$ cat src/rtl/irq_priority_ctrl_pkg.sv
// Shared definitions for the interrupt priority controller and its users.
// Provides the irq_id width derivation and the UART source index map.
package irq_priority_ctrl_pkg;

  localparam int SRC_LSR  = 0;
  localparam int SRC_RDR  = 1;
  localparam int SRC_TMO  = 2;
  localparam int SRC_THRE = 3;
  localparam int SRC_MSR  = 4;

  // Width of an index into n sources; never narrower than one bit.
  function automatic int id_width(input int n);
    return (n > 1) ? $clog2(n) : 1;
  endfunction

endpackage

$ cat src/rtl/irq_priority_ctrl_prio_enc.sv
// Combinational lowest-index-first priority encoder.
// Index 0 has the highest priority; idx is 0 when no request is set.
module irq_prio_enc #(
  parameter int N = 4,
  parameter int W = 2
) (
  input  logic [N-1:0] req,
  output logic         valid,
  output logic [W-1:0] idx
);

  // Scan from the top down so the lowest set index is the last one written.
  always_comb begin
    valid = 1'b0;
    idx   = '0;
    for (int i = N - 1; i >= 0; i--) begin
      if (req[i]) begin
        valid = 1'b1;
        idx   = W'(i);
      end
    end
  end

endmodule

$ cat src/rtl/irq_priority_ctrl.sv
// Parametrised interrupt controller: level/edge sources, sticky edge
// pending latches, per-source enable, fixed priority, registered irq/irq_id.
// Optional macro IRQ_HOLDOFF_EN: suppress irq for HOLDOFF_CYC cycles after
// every valid ack; without it HOLDOFF_CYC is unused.
module irq_priority_ctrl
  import irq_priority_ctrl_pkg::*;
#(
  parameter int                 NUM_SRC     = 4,
  parameter int                 ID_W        = id_width(NUM_SRC),
  parameter logic [NUM_SRC-1:0] EDGE_MASK   = NUM_SRC'(4'b1000),
  parameter int                 HOLDOFF_CYC = 8
) (
  input  logic               clk,
  input  logic               rst_n,
  input  logic [NUM_SRC-1:0] src,
  input  logic [NUM_SRC-1:0] int_en,
  input  logic               ack,
  input  logic [ID_W-1:0]    ack_id,
  output logic               irq,
  output logic [ID_W-1:0]    irq_id,
  output logic [NUM_SRC-1:0] pending
);

  logic [NUM_SRC-1:0] src_d;
  logic [NUM_SRC-1:0] ack_hit;
  logic [NUM_SRC-1:0] active;
  logic               act_valid;
  logic [ID_W-1:0]    act_id;
  logic               hold;

  // One-hot ack decode; ids beyond NUM_SRC-1 decode to nothing.
  always_comb begin
    ack_hit = '0;
    for (int i = 0; i < NUM_SRC; i++) begin
      ack_hit[i] = ack && (ack_id == ID_W'(i));
    end
  end

  // Edge history and pending latches; a rise wins over a same-cycle ack.
  always_ff @(posedge clk) begin
    if (!rst_n) begin
      src_d   <= '0;
      pending <= '0;
    end else begin
      src_d   <= src;
      pending <= (EDGE_MASK & ((src & ~src_d) | (pending & ~ack_hit)))
               | (~EDGE_MASK & src);
    end
  end

  assign active = pending & int_en;

  irq_prio_enc #(
    .N (NUM_SRC),
    .W (ID_W)
  ) u_enc (
    .req   (active),
    .valid (act_valid),
    .idx   (act_id)
  );

`ifdef IRQ_HOLDOFF_EN
  localparam int CNT_W = $clog2(HOLDOFF_CYC + 1);

  logic             valid_ack;
  logic [CNT_W-1:0] cnt;
  logic [CNT_W-1:0] cnt_next;

  assign valid_ack = |ack_hit;

  // Next holdoff count: reload on any valid ack, otherwise count down to 0.
  always_comb begin
    cnt_next = cnt;
    if (valid_ack) begin
      cnt_next = CNT_W'(HOLDOFF_CYC);
    end else if (cnt != '0) begin
      cnt_next = cnt - CNT_W'(1);
    end
  end

  // Holdoff down-counter.
  always_ff @(posedge clk) begin
    if (!rst_n) begin
      cnt <= '0;
    end else begin
      cnt <= cnt_next;
    end
  end

  assign hold = (cnt_next != '0);
`else
  assign hold = 1'b0;
`endif

  // Registered request and winner id; id freezes while irq is held off.
  always_ff @(posedge clk) begin
    if (!rst_n) begin
      irq    <= 1'b0;
      irq_id <= '0;
    end else begin
      irq <= act_valid & ~hold;
      if (!hold) begin
        irq_id <= act_id;
      end
    end
  end

endmodule

$ cat config.mk
export PLATFORM = sky130hd
export DESIGN_NAME = irq_priority_ctrl
export DESIGN_NICKNAME = d
export VERILOG_FILES = /design/src/rtl/irq_priority_ctrl_pkg.sv /design/src/rtl/irq_priority_ctrl_prio_enc.sv /design/src/rtl/irq_priority_ctrl.sv
export SDC_FILE = /design/constraint.sdc
export NUM_CORES = 1
export LEC_CHECK = 0
export CAP_MARGIN = 20
export CORE_AREA = 2 2 39 41
export DETAILED_ROUTE_END_ITERATION = 6
export DIE_AREA = 0 0 41 43
export HOLD_SLACK_MARGIN = 0.03
export PLACE_DENSITY_LB_ADDON = 0.15
export REMOVE_ABC_BUFFERS = 1
export SLEW_MARGIN = 20
export SYNTH_ARGS = -nofsm -noshare
export SYNTH_HDL_FRONTEND = slang
export SYNTH_HIERARCHICAL = 1
export SYNTH_SLANG_ARGS = --single-unit
$ cat constraint.sdc
create_clock -name clk -period 1.4 [get_ports clk]
set_input_delay 0.28 -clock clk [delete_from_list [all_inputs] [get_ports clk]]
set_output_delay 0.28 -clock clk [all_outputs]
set_load 0.03 [all_outputs]
==> metrics.csv <==
stage,metric,value,unit
global_route,grt_max_degree,9,
yosys,seq_area_frac_synth,50.79,%
clock_tree,htreeDepth,1,
floorplan,die_y,43,um
sta,setup-violations-final,0,
yosys,synth_area,315.3,um^2
global_route,grtUsageTotal,7.754,%
yosys,synth_warnings,6,
drt,routed_wl,555,um
setup_path,crit-reg2reg-launch,pending[2]$_SDFF_PN0_,
clock_tree,cts_max_path_buffers,2,
drt,wl_per_cell,8.284,um
clock_tree,cts_hold_buf,0,
clock_tree,cts_resized,7,
setup_path,cp_top_family,buffers and inverters,
setup_path,cp-startpoint,pending[3]$_SDFF_PN0_,
sta,rsz0062_at_grt,no,
sta,whs,0.4762,ns
layout,mostFrequentLayoutCell,clkdlybuf4s50_1,
clock_tree,root_buffer,clkbuf_4,
floorplan,die_w,41,um
drt,first_pass_iters,1,
sta,finalCriticalPeriod,1.263,ns
clock_tree,insertion_delay,0.24,ns
setup_path,endpoint_kind,primary output,
hold_path,hold_class,flop to flop,
status,status,"complete, no violations",
setup_path,slowest_stage,dlygate4sd2_1,
setup_path,worst_r2r_path_depth,4,
sta,finClkSkew,0.0004362,ns
setup_path,crit_end,pending[3],
drt,viasPerCell,3.970,
setup_path,ff2ff_setup_slack,0.46,ns
layout,fin_nets,66,
yosys,netlist-cell-type-count,13,
floorplan,dieArea,1763,um^2
global_route,grt_pass1_wl,848,um
placed_design,io_buffers,19,
setup_path,crit_chain,dlygate4sd2_1,
yosys,ys_seq_elements,8,
global_route,antenna_found_initial,0,
setup_path,cp.depth,1,
setup_path,criticalPathCategory,flop to primary output,
floorplan,core_area,1384,um^2
yosys,avgSynthCellArea,9.853,um^2
sta,relSlewSlack,79.84,%
sta,max_freq,791.5,MHz
clock_tree,cts_buffers,3,
placed_design,gp_congestion,0.5988,
power,p_per_area,1005,nW/um^2
sta,worst_slew_pin_slew,0.3035,ns
layout,antennaDiodeCount,0,
setup_path,startpoint_type,flop,
layout,layout-drive-gt1-share,21.57,%
drt,drc_errors,0,
layout,n_fill_cell,155,
floorplan,io_pins,20,
clock_tree,clock-sinks,8,
sta,hold_violations,0,
sta,final-max-slew-violation-count,0,
setup_path,r2r-end,irq$_SDFF_PN0_,
layout,most-common-layout-cells,"clkdlybuf4s50_1 (12), dfxtp_1 (8), dlygate4sd2_1 (7), and2_2 (6), and2_1 (4)",
flow_run,drv_cap,0,
floorplan,rows,14,
setup_path,critPathRequiredTime,1.12,ns
setup_path,crit_buf_inv,1,
yosys,synthCells,32,
clock_tree,postCtsSetupBuffers,0,
setup_path,worst_ep_arrival_time,0.98,ns
sta,setup_tns,0,ns
sta,period_share,90.25,%
clock_tree,cts_tree,yes,
layout,utilization,37.34,%
global_route,first_global_vias,228,
power,leakage,0.2332,nW
global_route,grt.overflow.total,0,
drt,drt_iter0_drc,0,
floorplan,start_util,22.78,%
placed_design,hpwl,482.7,um
layout,synthToLayoutAreaGrowth,63.89,%
drt,vias,266,
setup_path,critPathMaxFanout,3,
power,max-vdd-ir-drop,0.0003193,V
setup_path,critical-path-max-stage-delay,0.40,ns
clock_tree,clkTransAtPathRegs,0.05,ns
drt,drtAntennaViolNets,0,
-- tightest hold or removal path, cell delays in order, from the launching register on --
cell and delay (ns):
dfxtp_1 0.30, inv_1 0.04, a32o_1 0.11
-- where the power goes --
part           internal, mW  total [mW]  switching, mW
clock network        0.0976       0.168         0.0704
logic                0.0582       0.104         0.0463
registers             0.242       0.247        0.00473
total                 0.398       0.520          0.121
-- kinds of logic (layout without fill, tap and decap cells) --
family          Yosys count  after routing  synth area share [%]
buf+inv                   5             24                 9.524
compound gates            2              2                 5.953
flops                     8              8                 50.79
simple gates             17             17                 33.73
-- worst min path at each step --
stage | start | cells past startpoint | end
6_report | src_d[3]$_SDFF_PN0_ | 2 | pending[3]$_SDFF_PN0_
5_1_grt | src_d[3]$_SDFF_PN0_ | 2 | pending[3]$_SDFF_PN0_
4_1_cts | src_d[3]$_SDFF_PN0_ | 2 | pending[3]$_SDFF_PN0_
3_5_place_dp | src_d[3]$_SDFF_PN0_ | 2 | pending[3]$_SDFF_PN0_
3_3_place_gp | src_d[3]$_SDFF_PN0_ | 2 | pending[3]$_SDFF_PN0_
2_1_floorplan | rst_n | 1 | pending[0]$_SDFF_PN0_
-- synthesized netlist by cell type --
cell / instances / share of area (%)
nand2b_1: 1 / 2.0
a21oi_2: 1 / 2.8
and2_1: 4 / 7.9
nor2_1: 2 / 2.4
nand2_1: 1 / 1.2
a32o_1: 1 / 3.2
nand3_1: 1 / 1.6
and2_2: 6 / 14
nor3_1: 1 / 1.6
and2_4: 1 / 2.8
dfxtp_1: 8 / 51
buf_4: 3 / 7.1
inv_1: 2 / 2.4
-- area by class of cell --
class | count | area (um^2) | area share [%]
clock buffers | 3 | 22.52 | 4.358
multi-input cells | 19 | 125.1 | 24.21
inverters | 2 | 7.507 | 1.453
well taps | 16 | 20.02 | 3.874
repair buffers | 19 | 181.4 | 35.11
flip-flops and latches | 8 | 160.2 | 30.99
-- through the flow --
stage	std cells	area (um^2)	power, mW	setup slack (ns)
floorplan	29	292.8	0.3045	0.3191
global placement	64	503.0	0.3651	0.08981
detailed placement	64	503.0	0.3679	0.06736
CTS	67	516.7	0.5332	0.1152
global route	67	516.7	0.5523	0.06521
finish	67	516.7	0.5196	0.1365
-- state kept, by name (all words and copies together) (netlist names) --
| signal | count |
|---|---|
| irq_id | 2 |
| pending | 4 |
| irq | 1 |
| src_d | 1 |
-- per-layer routing --
metal / part of all wire (%) / wire length, um / GRT usage, % / up-vias
met1: 36 / 198 / 7.468 / 118
met4: 0 / 0 / 8.000 / 0
met5: 0 / 0 / 0 / -
li1: - / - / - / 136
met2: 55 / 303 / 11.25 / 12
met3: 9.5 / 53 / 3.141 / 0
No activity file was read; power rests on OpenSTA's default activity.
